**src/rtl/polar_encoder.sv**
```systemverilog
// polar_encoder: converts a signed Cartesian displacement (x, y) into the packed
// r_theta word {sector code[3:0], magnitude[7:0]}. The design takes one cycle to
// square the inputs and classify the sector, then 12 cycles for a bit-serial
// restoring square root, then one cycle to register the result.
module polar_encoder #(
  parameter int TAN30_Q8 = 148,
  parameter int TAN60_Q8 = 443
) (
  input  logic        clock,
  input  logic        reset_n,
  input  logic        start,
  input  logic [11:0] x_in,
  input  logic [11:0] y_in,
  output logic        busy,
  output logic        valid,
  output logic [11:0] r_theta,
  output logic        saturated,
  output logic        out_of_range
);

  typedef enum logic [1:0] {IDLE, SQUARE, ROOT, DONE} state_t;

  state_t state_reg, state_next;

  logic [11:0] x_reg, y_reg;
  logic [23:0] sum_reg;     // radicand, shifted left two bits per root step
  logic [13:0] rem_reg;     // partial remainder of the restoring root
  logic [11:0] root_reg;    // partial root, one bit appended per step
  logic [3:0]  count_reg;
  logic        neg_x_reg, neg_y_reg, lo_reg, hi_reg, zero_reg;

  // Magnitudes and squares of the registered operands (|-2048| = 2048 needs 13 bits)
  logic [12:0] ax, ay;
  logic [23:0] sq_x, sq_y, sum;
  logic [20:0] y_scaled, x_tan30, x_tan60;
  logic        lo, hi;

  // Root iteration datapath
  logic [15:0] rem_shift, trial;
  logic        take;

  // Sector code and saturated magnitude assembled from the latched flags
  logic [1:0]  band;
  logic [3:0]  code;
  logic [7:0]  mag;

  // Square, magnitude and sector boundary compares for the SQUARE cycle
  always_comb begin
    ax       = x_reg[11] ? (~{x_reg[11], x_reg} + 13'd1) : {1'b0, x_reg};
    ay       = y_reg[11] ? (~{y_reg[11], y_reg} + 13'd1) : {1'b0, y_reg};
    sq_x     = {11'd0, ax} * {11'd0, ax};
    sq_y     = {11'd0, ay} * {11'd0, ay};
    sum      = sq_x + sq_y;
    y_scaled = {ay, 8'd0};
    x_tan30  = 21'(TAN30_Q8) * {8'd0, ax};
    x_tan60  = 21'(TAN60_Q8) * {8'd0, ax};
    lo       = (y_scaled <  x_tan30);
    hi       = (y_scaled >= x_tan60);
  end

  // One restoring square-root step: bring down two radicand bits, try root*4+1
  always_comb begin
    rem_shift = {rem_reg, sum_reg[23:22]};
    trial     = {2'b00, root_reg, 2'b01};
    take      = (rem_shift >= trial);
  end

  // Sector code: boundary equality lands in the higher-angle band
  always_comb begin
    band = hi ? 2'd2 : 2'd0;
    band = hi_reg ? 2'd2 : (lo_reg ? 2'd0 : 2'd1);
    if (neg_y_reg)
      code = 4'd0;
    else if (zero_reg)
      code = 4'd1;
    else if (neg_x_reg)
      code = 4'd6 - {2'b00, band};
    else
      code = {2'b00, band} + 4'd1;
    mag = (root_reg[11:8] != 4'd0) ? 8'hFF : root_reg[7:0];
  end

  // State register
  always_ff @(posedge clock or negedge reset_n) begin
    if (!reset_n)
      state_reg <= IDLE;
    else
      state_reg <= state_next;
  end

  // Next-state logic; start is only honoured in IDLE
  always_comb begin
    state_next = state_reg;
    case (state_reg)
      IDLE:    if (start) state_next = SQUARE;
      SQUARE:  state_next = ROOT;
      ROOT:    if (count_reg == 4'd0) state_next = DONE;
      DONE:    state_next = IDLE;
      default: state_next = IDLE;
    endcase
  end

  // Output decode from state
  always_comb begin
    busy = (state_reg != IDLE);
  end

  // Datapath registers and result outputs
  always_ff @(posedge clock or negedge reset_n) begin
    if (!reset_n) begin
      x_reg        <= '0;
      y_reg        <= '0;
      sum_reg      <= '0;
      rem_reg      <= '0;
      root_reg     <= '0;
      count_reg    <= '0;
      neg_x_reg    <= 1'b0;
      neg_y_reg    <= 1'b0;
      lo_reg       <= 1'b0;
      hi_reg       <= 1'b0;
      zero_reg     <= 1'b0;
      valid        <= 1'b0;
      r_theta      <= '0;
      saturated    <= 1'b0;
      out_of_range <= 1'b0;
    end else begin
      valid <= (state_reg == DONE);
      case (state_reg)
        IDLE: begin
          if (start) begin
            x_reg <= x_in;
            y_reg <= y_in;
          end
        end
        SQUARE: begin
          sum_reg   <= sum;
          rem_reg   <= '0;
          root_reg  <= '0;
          count_reg <= 4'd11;
          neg_x_reg <= x_reg[11];
          neg_y_reg <= y_reg[11];
          lo_reg    <= lo;
          hi_reg    <= hi;
          zero_reg  <= (x_reg == 12'd0) && (y_reg == 12'd0);
        end
        ROOT: begin
          sum_reg   <= {sum_reg[21:0], 2'b00};
          rem_reg   <= take ? 14'(rem_shift - trial) : 14'(rem_shift);
          root_reg  <= {root_reg[10:0], take};
          count_reg <= count_reg - 4'd1;
        end
        DONE: begin
          r_theta      <= {code, mag};
          saturated    <= (root_reg[11:8] != 4'd0);
          out_of_range <= neg_y_reg;
        end
        default: ;
      endcase
    end
  end

endmodule
```
**config.mk**
```make
export PLATFORM = sky130hd
export DESIGN_NAME = polar_encoder
export DESIGN_NICKNAME = d
export VERILOG_FILES = /design/src/rtl/polar_encoder.sv
export SDC_FILE = /design/constraint.sdc
export NUM_CORES = 1
export LEC_CHECK = 0
export CORE_ASPECT_RATIO = 0.6
export CORE_MARGIN = 5
export CORE_UTILIZATION = 30
export DETAILED_ROUTE_END_ITERATION = 10
export GPL_ROUTABILITY_DRIVEN = 0
export GPL_TIMING_DRIVEN = 0
export HOLD_SLACK_MARGIN = 0.03
export PLACE_DENSITY = 0.43
export SLEW_MARGIN = 20
export SYNTH_ARGS = -nofsm -noshare
export SYNTH_HDL_FRONTEND = slang
export SYNTH_SLANG_ARGS = --single-unit
```
**constraint.sdc**
```tcl
create_clock -name clock -period 24.7 [get_ports clock]
set_clock_uncertainty 0.1 [all_clocks]
set_input_delay 2.47 -clock clock [delete_from_list [all_inputs] [get_ports clock]]
set_output_delay 2.47 -clock clock [all_outputs]
set_load 0.02 [all_outputs]
```
==> results.txt, run 1 <==
Seq/Total Area, Yosys = 13.6%
Worst setup EP type = register
Slew Viols, Final = 0
Clk pin slew, worst setup/hold paths = 0.08 ns
Setup violators final = 0
Cells after synthesis = 1907
Arrival time worst endpoint = 10.16 ns
CP Cell Sequence = inv_1, ha_1, nand2b_1, xor2_1, inv_1, nand2_1, inv_1, fa_1, fa_1, fa_1, fa_1, fa_1, fa_1, inv_1, fa_1, inv_1, ha_1, nand2_1, o21ai_0, a21oi_1, a21oi_1, a221oi_1, xor2_1, o221ai_1
Die Wd = 328 um
Netlist cell types = 83
Port-buffer cells = 41
Num CTS Buffers = 9
Depth of the CTS H-tree = 3
Fin crit share = 40.7%
Hold Path Stages = 1
Asr flop ratio synth = 100%
Seq cells post-synth = 99
Number of fill cells = 6163
Clock Path Buffers = 2
Overall Global Routing Usage = 16.4%
Critical Path RT = 24.82 ns
Io pins = 43
Row Count = 69
Fin crit period = 10.04 ns
Number of global-route vias before repair = 13800
Die height = 201 um
Initial antenna violation count = 1
Number of flops mapped to enable cells by yosys = 0
Starting Density = 30.5%
Critical Path Most Common Cell = fa_1
Nets = 2598
Final hold vios = 0
Routed Wire Length = 52500 um
Max FO, Critical Path = 11
Via density = 4.63
RSZ-0062 raised after global routing = false
# clock sinks = 99
Iter 0 DRT Violations = 741
Worst reg2reg path depth = 24
Max Clk Rate = 0.0996 GHz
Clk_lat worst skew = 0.36 ns
TNS Setup = 0 ns
Maximum number of pins on one net before global-route repair = 74
Post-Syn Area per Cell = 9.53 um^2
YS warnings = 0
CP Launch Type = register
Via count = 13000
Max_cap viols = 0
Hold Buf Count CTS = 0
Leading area contributor after synthesis = fa_1
Share of the synthesized area in the top cell type = 32.7%
Worst setup path class = reg2reg
Placed Cells = 2796
DRC viols = 0
Detailed placement HPWL = 46300 um
PostCTS Resize Cnt = 0
Area grow syn2layout = 11.7%
First-pass GRT wire length = 83300 um
Max reg flops = 24
Placed inst area = 20000 um^2
Post-route cell area = 20300 um^2
Layout Utilization = 34.1%
Slowest stage delay, CP = 0.87 ns
Post-synth top flop = dfrtp_1
Proportion of layout cells with a drive suffix above 1 = 5.47%
Actual slew at the worst max-slew pin = 1.12 ns
Core area = 59600 um^2
Die ar. = 65700 um^2
Crit path max-delay cell type = xor2_1
Fin cells = 2813
Synth Cell Area = 18200 um^2
CTS root buf = clkbuf_16
Router iterations before antenna repair = 5
Drt wl/cell = 18.7 um
Status = complete, no violations
Slew margin rel. = 25.1%
# Post-CTS Setup Buffers = 0
CTS tree = yes
Antenna Violating Nets Remaining = 0
Synth area leaders = fa_1, ha_1, dfrtp_1
Total gr overflow = 0
Tightest Hold Check Type = reg2reg
## metal layers
| layer | share of wire (%) | global-route usage, % | up-vias |
|---|---|---|---|
| met1 | 56 | 28.0 | 6599 |
| met2 | 37 | 21.4 | 236 |
| met3 | 5.9 | 3.38 | 20 |
| met4 | 0.65 | 1.25 | 0 |
| li1 | - | - | 6170 |
| met5 | 0 | 0 | - |
## cells in the final DEF, fill, tap and decap left out, drive strengths merged, types with 10 or more instances in the layout
cell type / Yosys / final
o21a: 10 / 10
buf: 8 / 19
nand2b: 15 / 15
and3: 13 / 13
mux2i: 18 / 18
nand3: 33 / 33
a21o: 19 / 19
clkbuf: 26 / 36
conb: 2 / 59
nor3: 20 / 20
inv: 503 / 505
dfrtp: 99 / 99
ha: 248 / 248
nor2: 115 / 115
o2bb2ai: 11 / 11
xnor2: 56 / 56
o21ai: 65 / 65
a21oi: 74 / 74
xor2: 40 / 40
mux2: 29 / 29
fa: 297 / 297
nand2: 89 / 89
clkdlybuf4s50: 0 / 40
## worst max-delay path, delay by kind of cell (launching register included)
kind | cells | cell delay (ns)
xor gates and xnor gates | 2 | 1.05
DFF | 1 | 0.81
buffers and inverters | 5 | 1.31
adders and majority gates | 9 | 4.30
and+or+nand+nor | 3 | 0.82
AOI/OAI and AO/OA | 5 | 1.50
## layout make-up
class	instances	area [um^2]	area share, %
clock inverters	6	72.6	0.358
inverters	505	1900	9.35
well taps	781	977	4.82
plain buffers	34	138	0.678
diodes	1	2.50	0.0123
multi-input cells	1326	14000	68.8
flip-flops and latches	99	2480	12.2
clock buffers	10	229	1.13
repair buffers	51	544	2.68
## Yosys cell counts, types with 26 or more instances
library cell,number
ha_1,248
mux2_2,29
xor2_1,39
nor2_1,113
o21ai_0,57
nand3_1,33
fa_1,297
dfrtp_1,99
xnor2_1,54
clkbuf_1,26
nand2_1,87
a21oi_1,71
inv_1,493
## kinds of logic (layout without fill, tap and decap cells)
family / after synthesis / count (layout) / synth area share, %
AO/OA/AOI/OAI: 258 / 258 / 9.52
XOR/XNOR: 96 / 96 / 4.81
adder cells (fa/ha/maj): 545 / 545 / 49.8
buffers and inverters: 539 / 606 / 11.2
flip-flops: 99 / 99 / 13.6
multiplexers: 47 / 47 / 2.79
other: 2 / 60 / 0.0413
AND/OR/NAND/NOR: 321 / 321 / 8.20
## worst paths after layout
check,start,to,slack [ns]
max reg2reg,y_reg[0],sum_reg[22],14.66
max,y_reg[0],sum_reg[22],14.66
min in group asynchronous,reset_n,sum_reg[4],1.87
max in group asynchronous,reset_n,sum_reg[22],21.93
min,saturated,saturated,0.38
min reg2reg,saturated,saturated,0.38
## stage by stage
stage	setup WS [ns]	hold WS (ns)
6_report	14.66	0.383
2_1_floorplan	16.64	0.348
4_1_cts	14.67	0.385
5_1_grt	14.23	0.424
3_5_place_dp	14.70	0.366
3_3_place_gp	13.69	0.363
Power of run 1 is not shown: default switching activity piles up to over one toggle a cycle in this logic, so the estimate is an artifact.
==> inputs of run 2 (changes only) <==
--- a/config.mk
+++ b/config.mk
@@ -12,7 +12,7 @@
 export GPL_ROUTABILITY_DRIVEN = 0
 export GPL_TIMING_DRIVEN = 0
 export HOLD_SLACK_MARGIN = 0.03
-export PLACE_DENSITY = 0.43
+export PLACE_DENSITY = 0.44
 export SLEW_MARGIN = 20
 export SYNTH_ARGS = -nofsm -noshare
 export SYNTH_HDL_FRONTEND = slang
==> constraint.sdc (replaced) <==
create_clock -name clock -period 8.3 [get_ports clock]
set_clock_uncertainty 0.1 [all_clocks]
set_input_delay 0.83 -clock clock [delete_from_list [all_inputs] [get_ports clock]]
set_output_delay 0.83 -clock clock [all_outputs]
set_load 0.02 [all_outputs]
==> run 2 against run 1 <==
- worst setup slack got worse by 14 ns
- register-to-register slack lost 14 ns
- hold slack worse by 0.061 ns
- via count rose by 1.9%
- first-iteration DRC count grew 1.8%
- critical endpoint is now sum_reg[21]
- fmax is 24% higher
- global-route usage up 0.22 points
- routed wire length up 2.1%
==> results.txt, run 2 (synthesis gave the netlist of run 1 again) <==
Setup violators final = 0
Tightest Hold Check Type = in2async
Starting Density = 30.5%
Max FO, Critical Path = 7
Fin crit share = 97.3%
Core area = 59600 um^2
Die ar. = 65700 um^2
Drt wl/cell = 18.6 um
Number of global-route vias before repair = 13900
Met2 routed WL = 20300 um
Router iterations before antenna repair = 5
CTS tree = yes
Row Count = 69
Status = complete, no violations
Via count = 13300
TNS Setup = 0 ns
Slowest stage delay, CP = 0.58 ns
Io pins = 43
Top routing layer in use = met5
Die height = 201 um
Antenna Violating Nets Remaining = 0
Worst Setup SP = x_reg[0]
DRC viols = 0
Critical Path Most Common Cell = fa_1
Via density = 4.60
Max reg flops = 24
CP Launch Type = register
Initial antenna violation count = 3
Most common cell after layout, fill and taps aside = inv_1
Iter 0 DRT Violations = 754
Clk_lat worst skew = 0.37 ns
Overall Global Routing Usage = 16.6%
Worst reg2reg startpoint = x_reg[0]
Worst setup path class = reg2reg
Number of diodes = 0
Routed Wire Length = 53600 um
Num CTS Buffers = 9
Most frequent cells in the layout = inv_1, fa_1, ha_1
Detailed placement HPWL = 46000 um
Crit path max-delay cell type = or4_4
Proportion of layout cells with a drive suffix above 1 = 11.9%
Layout Utilization = 35.8%
Arrival time worst endpoint = 8.24 ns
Nets = 2671
Max_cap viols = 0
Slew margin rel. = 31.2%
Final hold vios = 0
Depth of the CTS H-tree = 3
Port-buffer cells = 41
CTS root buf = clkbuf_16
Hold slack = 0.322 ns
Clock Path Buffers = 2
Clk pin slew, worst setup/hold paths = 0.08 ns
Hold Buf Count CTS = 0
Fin crit period = 8.08 ns
Worst setup EP type = register
Total gr overflow = 0
Maximum number of pins on one net before global-route repair = 57
Slew Viols, Final = 0
Critical Path RT = 8.46 ns
# clock sinks = 99
Die Wd = 328 um
First-pass GRT wire length = 84300 um
Metal1 wirelength = 29500 um
Routed wl met3 = 3200 um
Number of fill cells = 6129
Max Clk Rate = 0.124 GHz
Area grow syn2layout = 17.3%
Actual slew at the worst max-slew pin = 1.03 ns
==> run 2: changes by cell type in the layout (fill, tap and decap cells not counted), sizes merged <==
| cell | before | now |
|---|---|---|
| clkinvlp | 3 | 9 |
| buf | 19 | 92 |
| clkinv | 2 | 5 |
| clkbuf | 36 | 35 |
| bufinv | 1 | 0 |
| inv | 505 | 498 |
| diode | 1 | 0 |
==> run 2: per-stage QoR <==
step                std cells  cell area, um^2  setup slack [ns]
floorplan                1964            18400             0.236
global placement         2786            19800             -2.42
detailed placement       2795            20000             -1.36
CTS                      2846            20800            0.0158
finish                   2885            21300             0.224
global route             2885            21300           -0.0306
==> run 2: worst paths after layout <==
kind | end | slack [ns] | cells after the start
worst max-delay path | sum_reg[21] | 0.22 | 29
worst min-delay path | x_reg[3] | 0.32 | 1
worst max register to register | sum_reg[21] | 0.22 | 29
worst min register to register | saturated | 0.39 | 1
max in group asynchronous | sum_reg[23] | 7.10 | 2
min in group clock | saturated | 0.39 | 1
==> run 2: cell type report <==
cell class	instances	area (um^2)	area share (%)
Clock inverter	7	78.8	0.370
Timing Repair Buffer	125	1120	5.26
Tap cell	781	977	4.58
Buffer	33	134	0.628
Multi-Input combinational cell	1326	14400	67.3
Sequential cell	99	2490	11.7
Inverter	505	1940	9.12
Clock buffer	9	225	1.06
==> run 2: routing by layer <==
layer  vias up  GRT usage (%)
met5         -           1.09
met4         4           1.47
met3        27           4.28
met2       207           21.9
met1      6716           27.4
li1       6313              -
==> run 2: worst max-delay path: cells and delay by family, from the launching register on <==
family,cells,cell delay [ns]
adders and majority gates,9,3.87
buffers and inverters,8,0.73
muxes,1,0.23
DFF,1,0.47
xor gates and xnor gates,2,0.34
and+or+nand+nor,4,1.16
AOI/OAI and AO/OA,5,1.06
==> run 2: what timing repair did <==
action                     CTS  global route
gates resized for setup     45            56
pin swaps                   10            24
setup endpoints to repair   16            11
buffers inserted            36            39
Power of run 2 is left out for the same reason.
